[config.mk]
export PLATFORM = sky130hd
export DESIGN_NAME = spu_dual_issue_queue
export DESIGN_NICKNAME = d
export VERILOG_FILES = /design/src/rtl/spu_dual_issue_queue.sv
export SDC_FILE = /design/constraint.sdc
export NUM_CORES = 1
export LEC_CHECK = 0
export CAP_MARGIN = 20
export CORE_ASPECT_RATIO = 1.2
export CORE_MARGIN = 10
export CORE_UTILIZATION = 30
export CTS_BUF_LIST = sky130_fd_sc_hd__clkbuf_8
export DETAILED_ROUTE_END_ITERATION = 16
export GPL_TIMING_DRIVEN = 0
export PLACE_DENSITY = 0.5
export SLEW_MARGIN = 20
export SYNTH_ARGS = -nofsm -noshare
export SYNTH_HDL_FRONTEND = slang
export SYNTH_SLANG_ARGS = --single-unit
export TNS_END_PERCENT = 100
[constraint.sdc]
create_clock -name clk -period 5.5 [get_ports clk]
set_input_delay 0.825 -clock clk [delete_from_list [all_inputs] [get_ports clk]]
set_output_delay 0.825 -clock clk [all_outputs]
set_load 0.02 [all_outputs]
[src/rtl/spu_dual_issue_queue.sv]
// Decoded-instruction buffer feeding the SPU even/odd pipes.
// Issues one or two instructions per cycle in program order, halts on stop, supports flush.
module spu_dual_issue_queue #(
   parameter int DEPTH      = 8,
   parameter int PAYLOAD_W  = 32,
   parameter int DUAL_ISSUE = 1
) (
   input  logic                    clk,
   input  logic                    reset,
   input  logic [0:1]              in_valid,
   input  logic [6:0]              in_opcode0,
   input  logic [6:0]              in_opcode1,
   input  logic [PAYLOAD_W-1:0]    in_payload0,
   input  logic [PAYLOAD_W-1:0]    in_payload1,
   output logic                    in_ready,
   output logic                    even_valid,
   output logic                    odd_valid,
   output logic [6:0]              even_opcode,
   output logic [6:0]              odd_opcode,
   output logic [PAYLOAD_W-1:0]    even_payload,
   output logic [PAYLOAD_W-1:0]    odd_payload,
   output logic                    even_illegal,
   output logic                    even_older,
   input  logic                    even_ready,
   input  logic                    odd_ready,
   output logic                    issue_fire,
   input  logic                    flush,
   input  logic                    resume,
   output logic                    halted,
   output logic [$clog2(DEPTH):0]  count
);

   localparam int AW = $clog2(DEPTH);
   localparam int CW = AW + 1;

   typedef enum logic {ST_RUN, ST_HALTED} state_t;
   typedef enum logic [1:0] {CLS_EVEN, CLS_ODD, CLS_ILL} cls_t;

   function automatic cls_t op_class(input logic [6:0] op);
      if (op == 7'd0 || op == 7'd8 || op >= 7'd95) return CLS_ILL;
      else if ((op >= 7'd67 && op <= 7'd92) || op == 7'd94) return CLS_ODD;
      else return CLS_EVEN;
   endfunction

   state_t               state_q, state_d;
   logic [AW-1:0]        rd_q, rd_d, wr_q, wr_d;
   logic [CW-1:0]        count_q, count_d;
   logic [6:0]           op_mem [DEPTH];
   logic [PAYLOAD_W-1:0] pl_mem [DEPTH];

   logic [AW-1:0] rd1, wr1;
   logic [6:0]    i0_op, i1_op;
   cls_t          cls0, cls1;
   logic          i0_v, i0_even, ends_group, pair;
   logic          enq, enq2;
   logic [CW-1:0] n_enq, n_iss;

   assign rd1 = rd_q + AW'(1);
   assign wr1 = wr_q + AW'(1);

   // Group selection looks only at registered queue state, never at the pipe readies.
   always_comb begin
      i0_op      = op_mem[rd_q];
      i1_op      = op_mem[rd1];
      cls0       = op_class(i0_op);
      cls1       = op_class(i1_op);
      i0_v       = (count_q != '0) && (state_q == ST_RUN);
      i0_even    = (cls0 != CLS_ODD);
      ends_group = (i0_op >= 7'd84) && (i0_op <= 7'd92);
      pair       = (DUAL_ISSUE != 0) && i0_v && (count_q >= CW'(2)) && (cls0 != cls1)
                   && !ends_group && (cls0 != CLS_ILL) && (cls1 != CLS_ILL);
   end

   always_comb begin
      even_valid   = i0_v && (i0_even || pair);
      odd_valid    = i0_v && (!i0_even || pair);
      even_opcode  = '0;
      even_payload = '0;
      odd_opcode   = '0;
      odd_payload  = '0;
      if (even_valid) begin
         even_opcode  = i0_even ? i0_op : i1_op;
         even_payload = i0_even ? pl_mem[rd_q] : pl_mem[rd1];
      end
      if (odd_valid) begin
         odd_opcode  = i0_even ? i1_op : i0_op;
         odd_payload = i0_even ? pl_mem[rd1] : pl_mem[rd_q];
      end
      // Illegal opcodes only ever reach the even slot, and always as I0.
      even_illegal = even_valid && i0_even && (cls0 == CLS_ILL);
      even_older   = !(pair && !i0_even);
      issue_fire   = i0_v && (!even_valid || even_ready) && (!odd_valid || odd_ready) && !flush;
   end

   assign in_ready = (count_q <= CW'(DEPTH - 2)) && !flush;
   assign enq      = in_valid[0] && in_ready;
   assign enq2     = enq && in_valid[1];
   assign n_enq    = enq2 ? CW'(2) : (enq ? CW'(1) : CW'(0));
   assign n_iss    = issue_fire ? (pair ? CW'(2) : CW'(1)) : CW'(0);

   always_comb begin
      if (flush) begin
         count_d = '0;
         rd_d    = '0;
         wr_d    = '0;
      end else begin
         count_d = count_q + n_enq - n_iss;
         rd_d    = rd_q + n_iss[AW-1:0];
         wr_d    = wr_q + n_enq[AW-1:0];
      end
   end

   always_comb begin
      state_d = state_q;
      case (state_q)
         ST_RUN:    if (issue_fire && odd_valid && odd_opcode == 7'd92) state_d = ST_HALTED;
         ST_HALTED: if (resume) state_d = ST_RUN;
         default:   state_d = ST_RUN;
      endcase
   end

   always_ff @(posedge clk) begin
      if (reset) begin
         state_q <= ST_RUN;
         rd_q    <= '0;
         wr_q    <= '0;
         count_q <= '0;
      end else begin
         state_q <= state_d;
         rd_q    <= rd_d;
         wr_q    <= wr_d;
         count_q <= count_d;
      end
   end

   // Storage needs no reset: entries are only read once count covers them.
   always_ff @(posedge clk) begin
      if (enq) begin
         op_mem[wr_q] <= in_opcode0;
         pl_mem[wr_q] <= in_payload0;
      end
      if (enq2) begin
         op_mem[wr1] <= in_opcode1;
         pl_mem[wr1] <= in_payload1;
      end
   end

   assign halted = (state_q == ST_HALTED);
   assign count  = count_q;

endmodule

==> key figures, run 1 <==
Logic synthesis
  – Yosys top cell area share: 0.467
  – Synth Area in XOR/XNOR: 0.00393
  – Post-synth top area cell: edfxtp_1
  – Post-Synth Adder-Cell Area: 0.0102
  – Largest family of logic cells by synthesized area: multiplexers
  – Seq cells post-synth: roughly 320
  – Post-synthesis cell area: 20,100 µm²
  – Synth Area in Simple Gates: 0.0868
  – Post-synth EDFFs: ~310
  – Syn Nets: 1,512
  – Synth Instances: approximately 1,400
  – Top cells by area, synth: edfxtp_1, mux2_2, mux4_2, nor2_1, nand2_1
  – Mean Syn Cell Area: 14.2 µm²
  – Post-synth ARST share: 0
  – Primary FF master, synth: edfxtp_1
  – Compound-cell area share of the yosys netlist: 0.0138
  – Synth cell types: 54
  – Yosys warning count: 0
  – Sequential share of the synthesized area: 0.478
  – Mux contribution to synthesized area: 0.381

Clocking
  – Reg clk slew, reported paths: approximately 70 ps
  – TritonCTS clock tree: yes
  – Cts-stage hold buffer count: 0
  – Root Driver: clkbuf_8
  – Clk_lat worst skew: 670 ps
  – Clock Tree Buf Depth: 3
  – Total CTS buffers: 57
  – Clock sink total: 323
  – H-tree levels: 2

Place
  – Gpl congestion: around 0.79
  – # port buffers: roughly 170
  – Pre-CTS setup slack: -484 ps
  – DP Wirelength: just over 50 mm

Global route
  – Largest net degree at the start of global routing: 25
  – First-pass GRT wire length: about 100 mm
  – Grt total ovfl: 0
  – Initial antenna violation count: 8
  – Vias in the first global route: about 15,000
  – GRT Overall Usage: 0.185

Critical path
  – CP Max Fanout: 10
  – Worst path required time: approximately 4700 ps
  – RR Startpoint: rd_q[1]$_SDFF_PP0_
  – CP startpoint: rd_q[0]$_SDFF_PP0_
  – Reg2reg setup slack: between 400 and 500 ps
  – CP Capture Point: odd_payload[2]
  – Slowest stage cell, crit path: mux4_2
  – R2R Path End: count[3]$_SDFF_PP0_
  – Max incr delay on CP: ~550 ps
  – Arrival @ worst endpoint: 4560 ps
  – Setup CP Type: register to output port
  – CP Launch Type: register
  – Critical Path, Cell by Cell: buf_2 -> mux4_2 -> mux2_2 -> nor2_1 -> a311o_1 -> clkbuf_2 -> buf_2 -> nor2_1 -> nor3_2 -> clkdlybuf4s15_1
  – Worst r2r path cells: 17
  – Critical Path End Type: output port

Pwr
  – Pwr per Cell Area: 259 nW/µm²
  – Sw Ratio: 0.305
  – Peak VDD IR: 152 µV
  – Clock power share: 0.333
  – LEAKAGE: 8.14 nW
  – Reg power frac: 0.432
  – Switching power: 1.97 mW
  – Part of the power in combinational logic: 0.235
  – Internal cell power: 4.49 mW

Timing
  – Headroom to the max-slew limit: 0.241
  – RSZ-0062 raised after global routing: true
  – Setup_tns: 0 ps
  – Clock Skew: roughly 22 ps
  – Minimum clock period: 5390 ps
  – Fin. Hold Viols: 0
  – Final Max Slew Viols: 0
  – Min setup slack post-route: between 100 and 150 ps
  – FMAX: about 0.19 GHz
  – Least-Margin Pin Slew: roughly 1100 ps
  – Final setup violation count: 0
  – Final period util: 0.980

Floorplan
  – I/O pin cnt: roughly 180
  – Core area: about 66,000 µm²
  – Die ar.: slightly below 80,000 µm²
  – Die width: ~260 µm
  – Starting Density: 0.304
  – Die Height: approximately 300 µm
  – Std cell rows: 103

Run status
  – Status: finished, final reports clean

Layout
  – Share of cells above drive strength 1: 0.466
  – Final nets: 1,775
  – Area Overhead vs Synth: 24.1%
  – Filler cells: around 6,300

Drt
  – Via count: 14,067
  – Avg WL per Cell: roughly 28 µm
  – WL final: approximately 73 mm
  – DRC: 0
  – Post-route ant nets: 0
  – Vias per cell: 5.40
  – DR pass1 iterations: 5
  – Detailed router's first-iteration violation count: 1,309

Hold path
  – Hold Path Class: register to register

Run
  – Maxcap violations: 0
## synth_stat cells, drive strengths merged, types with 2 or more instances
master    n
and2      7
nand2   108
mux2i    11
o21ai     3
and3      6
xnor2     7
nor3     73
o21bai    6
a311oi    3
nand3     5
nor2    154
inv      15
a31oi     4
nor4      3
or2       3
clkbuf   55
buf      53
nand2b    7
nor3b     3
xor2      2
nor4b     3
fa        4
a21o      2
mux4    152
a211oi    6
ha       10
dfxtp    11
a21oi     3
nand4     2
mux2    365
edfxtp  312
## stage by stage
stage	total power, mW	area (µm²)	hold slack [ps]	instances	util
2_1_floorplan	3.65	20100	544	1412	-
3_3_place_gp	4.27	22900	529	2477	0.347
3_5_place_dp	4.30	23500	519	2498	0.355
4_1_cts	6.51	24900	531	2602	0.377
5_1_grt	6.71	24900	560	2605	0.377
6_report	6.45	24900	515	2606	0.377
## kinds of logic after synthesis
family                     after synthesis
adders and majority gates               14
and+or+nand+nor                        379
buffers and inverters                  123
other                                    1
muxes                                  528
AOI/OAI and AO/OA                       35
DFF                                    323
xor gates and xnor gates                 9
## worst min-delay path by stage
stage                       from           endpoint  slack [ps]  depth (start not counted)
6_report       halted$_SDFF_PP0_  halted$_SDFF_PP0_         520                          2
5_1_grt        halted$_SDFF_PP0_  halted$_SDFF_PP0_         560                          2
4_1_cts        halted$_SDFF_PP0_  halted$_SDFF_PP0_         530                          2
3_5_place_dp   halted$_SDFF_PP0_  halted$_SDFF_PP0_         520                          2
3_3_place_gp   halted$_SDFF_PP0_  halted$_SDFF_PP0_         530                          2
2_1_floorplan  halted$_SDFF_PP0_  halted$_SDFF_PP0_         540                          2
## worst max-delay path: cells and delay by family, from the launching register on
kind,cells,cell delay (ps)
mux,2,910
flops,1,440
compound gates,1,280
simple gates,3,680
buf+inv,4,1580
## per-layer routing
layer	vias up	global-route usage	wire [µm]
li1	6070	-	-
met1	7303	0.223	29600
met2	555	0.324	36900
met3	127	0.0421	4880
met4	12	0.0546	1900
met5	-	0	87
## final cells by class
type	count	area, µm²	share of cell area
multi-input cells	966	10400	0.417
flip-flops and latches	323	9590	0.385
repair buffers	204	2130	0.0856
well taps	892	1120	0.0448
clock buffers	63	867	0.0348
plain buffers	108	567	0.0228
clock inverters	33	178	0.00713
inverters	15	56.3	0.00226
diodes	2	5.00	0.000201
## cell usage in the layout (no fill, tap or decap), types with 11 or more instances in the layout
cell and n:
mux4_2 152, buf_4 18, nor2_1 154, buf_2 16, inv_1 28, clkdlybuf4s15_2 32, nor3_1 22, clkbuf_1 44
buf_1 19, mux2i_1 11, clkbuf_8 63, buf_16 11, nor3_2 33, mux2_2 364, clkdlybuf4s50_1 94, clkbuf_2 34
nand2_1 108, edfxtp_1 312, dlygate4sd2_1 19, nor3_4 18
## repair_timing
| item | 4_1_cts | 5_1_grt |
|---|---|---|
| buffers inserted | 8 | 2 |
| setup endpoints to repair | 81 | 78 |
| gates cloned | 0 | 0 |
| gates resized for setup | 238 | 76 |
| pin swaps | 4 | 6 |
## registers in the layout (all words and copies together) (netlist names)
signal / flops
rd_q: 3
pl_mem: 256
count: 4
wr_q: 3
op_mem: 56
halted: 1
## power groups by stage
| stage | logic (mW) | clock network, mW | registers [mW] |
|---|---|---|---|
| after floorplan | 0.815 | 0 | 2.83 |
| after global placement | 1.43 | 0 | 2.84 |
| after detailed placement | 1.46 | 0 | 2.83 |
| after CTS | 1.51 | 2.21 | 2.78 |
| after global routing | 1.62 | 2.30 | 2.79 |
| final | 1.52 | 2.15 | 2.78 |
Power figures use the tool's default switching activity.
==> run 2, diff against run 1 <==
--- a/config.mk
+++ b/config.mk
@@ -12,7 +12,7 @@
 export CTS_BUF_LIST = sky130_fd_sc_hd__clkbuf_8
 export DETAILED_ROUTE_END_ITERATION = 16
 export GPL_TIMING_DRIVEN = 0
-export PLACE_DENSITY = 0.5
+export PLACE_DENSITY_LB_ADDON = 0.08
 export SLEW_MARGIN = 20
 export SYNTH_ARGS = -nofsm -noshare
 export SYNTH_HDL_FRONTEND = slang
==> run 2 against run 1 <==
  * Die area unchanged
  * Setup slack better by 29 ps
  * Via count shrank 0.31%
  * Critical path type unchanged
  * Critical endpoint is now even_payload[22]
  * Largest power group unchanged
==> key figures, run 2 (synthesis results as in run 1) <==
Clocking
  – Root Driver: clkbuf_8
  – Clock sink total: 323 (unchanged)
  – Reg clk slew, reported paths: 60 ps (about the same)
  – Clock Tree Buf Depth: 3 (unchanged)
  – TritonCTS clock tree: yes
  – Cts-stage hold buffer count: 0 (unchanged)
  – Clk_lat worst skew: 680 ps (about the same)
  – Total CTS buffers: 58 (+1.8%)
  – H-tree levels: 2 (unchanged)

Place
  – # port buffers: 173 (unchanged)
  – Placed cells: 2,498 (unchanged)
  – Gpl congestion: 0.785 (-0.86%)
  – Placed cell area: 23,500 µm² (about the same)
  – DP Wirelength: 52.0 mm (+2.6%)

Layout
  – Final Non-Filler Cells: 2,615 (+0.35%)
  – Share of cells above drive strength 1: 0.452 (-0.0135)
  – Commonest non-fill, non-tap cell in the layout: mux2_2
  – Largest register by flop count: pl_mem
  – Area Overhead vs Synth: 23.6%
  – Most frequent cells in the layout: mux2_2, edfxtp_1, nor2_1
  – Finished Cell Area: 24,800 µm² (-0.40%)
  – Final nets: 1,774 (-0.056%)
  – Largest register FFs: 256 (unchanged)

Drt
  – Vias per cell: 5.36 (-0.65%)
  – Avg WL per Cell: 29.2 µm (+3.7%)
  – Post-route ant nets: 0 (unchanged)
  – DRC: 0 (unchanged)
  – DR pass1 iterations: 8 (+3)
  – Detailed router's first-iteration violation count: 1,150 (-12%)
  – Via count: 14,024 (-0.31%)
  – WL final: 76.3 mm (+4.0%)

Critical path
  – Max incr delay on CP: 530 ps (-20 ps)
  – CP Capture Point: even_payload[22]
  – RR Startpoint: rd_q[1]$_SDFF_PP0_
  – Critical Path End Type: output port
  – Setup CP Type: register to output port
  – Worst path required time: 4680 ps (about the same)
  – Critical Path, Cell by Cell: ha_4 -> buf_6 -> buf_8 -> mux2_2 -> mux4_2 -> nand4_1 -> nor3b_2 -> nor4b_4 -> a31oi_2 -> nand2b_4 -> buf_4 -> nor3_1 -> dlygate4sd2_1
  – CP startpoint: rd_q[1]$_SDFF_PP0_
  – Arrival @ worst endpoint: 4530 ps (-30 ps)
  – Reg2reg setup slack: 530 ps (+60 ps)
  – CP Launch Type: register
  – CP Max Fanout: 10 (unchanged)
  – Worst r2r path cells: 16 (-1)
  – Slowest stage cell, crit path: mux4_2
  – R2R Path End: count[3]$_SDFF_PP0_

Pwr
  – Design Power: 6.43 mW (-0.29%)
  – LEAKAGE: 8.19 nW (+0.53%)
  – Peak VDD IR: 155 µV (+1.6%)
  – Pwr per Cell Area: 259 nW/µm² (+0.12%)

Hold path
  – Hold Path Class: register to register

Floorplan
  – Core area: 66,100 µm² (unchanged)
  – Std cell rows: 103 (unchanged)
  – Die width: 256 µm (unchanged)
  – I/O pin cnt: 175 (unchanged)
  – Die ar.: 77,700 µm² (unchanged)
  – Starting Density: 0.304 (unchanged)
  – Die Height: 303 µm (unchanged)

Global route
  – GRT Overall Usage: 0.193 (+0.00857)
  – First-pass GRT wire length: 109 mm (+4.6%)
  – M2 GR Usage: 0.343 (+0.0194)
  – Vias in the first global route: 15,057 (+0.42%)
  – GRT met3 Usage: 0.0311 (-0.0110)
  – Most used routing layer: met2
  – Grt total ovfl: 0 (unchanged)
  – Met1 usage: 0.240 (+0.0167)
  – Largest net degree at the start of global routing: 23 (-8.0%)
  – Initial antenna violation count: 2 (-6)

Timing
  – Headroom to the max-slew limit: 0.265 (+0.0241)
  – Least-Margin Pin Slew: 1100 ps (-36.2 ps)
  – Clock Skew: 30.4 ps (+8.85 ps)
  – FMAX: 0.187 GHz (+0.54%)
  – Final period util: 0.974 (-0.00522)
  – Final setup violation count: 0 (unchanged)
  – Minimum clock period: 5360 ps (-28.7 ps)
  – Fin. Hold Viols: 0 (unchanged)
  – Final Max Slew Viols: 0 (unchanged)

Run status
  – Status: finished, final reports clean

Run
  – Maxcap violations: 0 (unchanged)
run 2: cell count changes in the layout (fill, tap and decap cells not counted), moves of 2 or more:
cell             previous run  this run
nor3_4                     18        15
clkbuf_2                   34        38
clkinv_1                    6        14
buf_2                      16        18
clkdlybuf4s50_1            94        96
buf_1                      19        16
inv_1                      28        35
dlygate4sd2_1              19        23
nor3_2                     33        23
clkinvlp_4                  3         0
clkdlybuf4s15_1             5         2
clkdlybuf4s15_2            32        25
nor3_1                     22        35
run 2: power breakdown:
part           total [mW]  switching, mW  internal (mW)
combinational        1.51          0.878          0.627
sequential           2.78         0.0260           2.76
clock                2.14           1.09           1.06
total                6.43           1.99           4.44
run 2: per-layer routing:
layer / vias to the layer above / share of wire
li1: 6055 / -
met1: 7389 / 0.41
met2: 459 / 0.51
met3: 119 / 0.052
met4: 2 / 0.023
met5: - / 0.00017
run 2: worst max-delay path: cells and delay by family, from the launching register on:
kind                       cells  cell delay, ps
and+or+nand+nor                5            1110
buffers and inverters          4             950
AOI/OAI and AO/OA              1             160
adders and majority gates      1             320
DFF                            1             410
muxes                          2             890
run 2: repair_timing:
action                                  in CTS  in global routing
gates resized for setup                    220                 68
pin swaps                                    3                  3
buffers inserted                             6                  2
endpoints found under the setup margin      81                 61
run 2: stage by stage:
| step | TNS, ps | utilization | hold slack (ps) | worst slack [ps] |
|---|---|---|---|---|
| 3_5_place_dp | -11570 | 0.355 | 534 | -436 |
| 3_3_place_gp | -685410 | 0.347 | 537 | -4870 |
| 4_1_cts | 0 | 0.376 | 544 | 6.05 |
| 2_1_floorplan | 0 | - | 544 | 208 |
| 6_report | 0 | 0.375 | 546 | 141 |
| 5_1_grt | -462 | 0.375 | 568 | -41.6 |
run 2: cell type report:
| type | instances | area [µm²] |
|---|---|---|
| fillers | 6271 | 41300 |
| diodes | 2 | 5.00 |
| inverters | 15 | 56.3 |
| well taps | 892 | 1120 |
| plain buffers | 108 | 571 |
| flip-flops and latches | 323 | 9590 |
| repair buffers | 202 | 2110 |
| clock buffers | 64 | 881 |
| clock inverters | 43 | 170 |
| multi-input cells | 966 | 10300 |
run 2: worst min-delay path by stage:
stage,slack (ps),depth (start not counted),startpoint,endpoint
global placement,540,2,halted$_SDFF_PP0_,halted$_SDFF_PP0_
CTS,540,2,halted$_SDFF_PP0_,halted$_SDFF_PP0_
detailed placement,530,2,halted$_SDFF_PP0_,halted$_SDFF_PP0_
global route,570,2,halted$_SDFF_PP0_,halted$_SDFF_PP0_
floorplan,540,2,halted$_SDFF_PP0_,halted$_SDFF_PP0_
finish,550,2,halted$_SDFF_PP0_,halted$_SDFF_PP0_
==> run 3, diff against run 2 <==
--- a/config.mk
+++ b/config.mk
@@ -13,6 +13,7 @@
 export DETAILED_ROUTE_END_ITERATION = 16
 export GPL_TIMING_DRIVEN = 0
 export PLACE_DENSITY_LB_ADDON = 0.08
+export SKIP_CTS_REPAIR_TIMING = 1
 export SLEW_MARGIN = 20
 export SYNTH_ARGS = -nofsm -noshare
 export SYNTH_HDL_FRONTEND = slang
==> run 3 against run 2 <==
  * Final cell count decreased by 0.11%
  * Critical path depth unchanged
  * Sequential share of layout area about the same
  * Worst hold slack got worse by 2.4 ps
  * Combinational power about the same
  * Total power decreased by 0.19%
  * Clock power about the same
  * Largest cell class unchanged
==> key figures, run 3 (synthesis results as in run 1) <==
Run status
  – Status: finished, final reports clean

Layout
  – Sequential cell area: 9590 µm² (unchanged)
  – Final nets: 1,772 (-0.11%)
  – Most frequent cells in the layout: mux2_2, edfxtp_1, nor2_1
  – Largest register FFs: 256 (unchanged)
  – Share of cells above drive strength 1: 0.439 (-0.0129)
  – Finished Cell Area: 24,800 µm² (about the same)
  – Commonest non-fill, non-tap cell in the layout: mux2_2
  – Filler cells: 6,284 (+0.21%)
  – Multi-input gate area: 10,300 µm² (-0.32%)
  – Largest register by flop count: pl_mem
  – Area Overhead vs Synth: 23.6% (about the same)
  – Final Non-Filler Cells: 2,612 (-0.11%)

Floorplan
  – Die ar.: 77,700 µm² (unchanged)
  – Die Height: 303 µm (unchanged)
  – Die width: 256 µm (unchanged)
  – I/O pin cnt: 175 (unchanged)
  – Starting Density: 0.304 (unchanged)
  – Core area: 66,100 µm² (unchanged)
  – Std cell rows: 103 (unchanged)

Timing
  – Least-Margin Pin Slew: 1120 ps (+20.5 ps)
  – Clock Skew: 33.6 ps (+3.13 ps)
  – Fin. Hold Viols: 0 (unchanged)
  – Minimum clock period: 5380 ps (+17.3 ps)
  – Final period util: 0.977 (+0.00315)
  – Final Max Slew Viols: 0 (unchanged)
  – Hold Worst Slack: 544 ps (-2.40 ps)
  – Headroom to the max-slew limit: 0.251 (-0.0137)
  – FMAX: 0.186 GHz (-0.32%)
  – Setup_tns: 0 ps (unchanged)
  – RSZ-0062 raised after global routing: true
  – Final setup violation count: 0 (unchanged)

Global route
  – Grt total ovfl: 0 (unchanged)
  – Largest net degree at the start of global routing: 23 (unchanged)
  – Vias in the first global route: 14,952 (-0.70%)
  – Initial antenna violation count: 3 (+1)
  – First-pass GRT wire length: 109 mm (-0.45%)
  – GRT Overall Usage: 0.192 (-0.000800)

Drt
  – Detailed router's first-iteration violation count: 1,272 (+11%)
  – WL final: 76.4 mm (+0.17%)
  – DRC: 0 (unchanged)
  – Vias per cell: 5.34 (-0.39%)
  – DR pass1 iterations: 5 (-3)
  – Via count: 13,953 (-0.51%)
  – Post-route ant nets: 0 (unchanged)
  – Avg WL per Cell: 29.3 µm (+0.29%)

Clocking
  – Clock sink total: 323 (unchanged)
  – H-tree levels: 2 (unchanged)
  – Clock Tree Buf Depth: 3 (unchanged)
  – Root Driver: clkbuf_8
  – Total CTS buffers: 58 (unchanged)
  – Reg clk slew, reported paths: 60 ps (about the same)
  – Clk_lat worst skew: 670 ps (about the same)
  – TritonCTS clock tree: yes

Critical path
  – Critical Path End Type: output port
  – Worst path required time: 4680 ps (about the same)
  – Setup CP Type: register to output port
  – CP Launch Type: register
  – Arrival @ worst endpoint: 4550 ps (+20 ps)
  – CP Max Fanout: 10 (unchanged)

Pwr
  – Pwr per Cell Area: 259 nW/µm² (-0.21%)
  – Switching power: 1.98 mW (-0.60%)
  – Clock power share: 0.333 (about the same)
  – Reg power frac: 0.434 (about the same)
  – Internal cell power: 4.44 mW (about the same)
  – LEAKAGE: 8.83 nW (+7.9%)
  – Part of the power in combinational logic: 0.233 (about the same)
  – Peak VDD IR: 154 µV (-0.64%)
  – Sw Ratio: 0.308 (-0.00128)

Hold path
  – Hold Path Class: register to register

Place
  – DP Wirelength: 52.0 mm (unchanged)
  – Placed cells: 2,498 (unchanged)
  – Gpl congestion: 0.785 (unchanged)
  – # port buffers: 173 (unchanged)
  – Placed cell area: 23,500 µm² (unchanged)

Run
  – Maxcap violations: 0 (unchanged)
## run 3: per-layer routing
| metal | vias up | routed length, µm | GRT usage |
|---|---|---|---|
| met5 | - | 27 | 0 |
| met2 | 439 | 39200 | 0.340 |
| li1 | 6065 | - | - |
| met4 | 4 | 1720 | 0.0547 |
| met3 | 120 | 3900 | 0.0323 |
| met1 | 7325 | 31600 | 0.239 |
## run 3: layout make-up
class                           count  share of cell area
Tap cell                          892              0.0450
Antenna cell                        1            0.000101
Sequential cell                   323               0.387
Timing Repair Buffer              200              0.0884
Inverter                           15             0.00227
Clock inverter                     43             0.00686
Buffer                            108              0.0213
Clock buffer                       64              0.0355
Multi-Input combinational cell    966               0.414
## run 3: worst paths after layout
path,startpoint,endpoint,slack (ps),depth (start not counted)
setup reg to reg,rd_q[1]$_SDFF_PP0_,count[3]$_SDFF_PP0_,510,17
setup / recovery,rd_q[1]$_SDFF_PP0_,even_payload[2],120,13
hold / removal,halted$_SDFF_PP0_,halted$_SDFF_PP0_,540,2
hold reg to reg,halted$_SDFF_PP0_,halted$_SDFF_PP0_,540,2
## run 3: critical path: stages (launching register included)
cell	delay [ps]
dfxtp_2	400
ha_4	320
buf_6	170
buf_8	180
mux2_2	350
mux4_2	570
nand4_1	230
nor3b_2	90
nor4b_4	340
a31oi_1	180
nand2b_4	230
buf_4	240
nor3_2	330
clkbuf_2	240
## run 3: stage by stage
step,utilization,total power [mW],setup slack [ps]
finish,0.375,6.42,124
floorplan,-,3.65,208
global placement,0.347,4.29,-4870
CTS,0.371,6.48,-1170
detailed placement,0.355,4.31,-436
global route,0.375,6.69,-74.0
## run 3: power by group through the flow
| stage | Clock, mW | Combinational [mW] | Sequential (mW) |
|---|---|---|---|
| final | 2.14 | 1.50 | 2.78 |
| after detailed placement | 0 | 1.48 | 2.84 |
| after global routing | 2.30 | 1.60 | 2.79 |
| after CTS | 2.21 | 1.49 | 2.78 |
| after floorplan | 0 | 0.815 | 2.83 |
| after global placement | 0 | 1.45 | 2.84 |
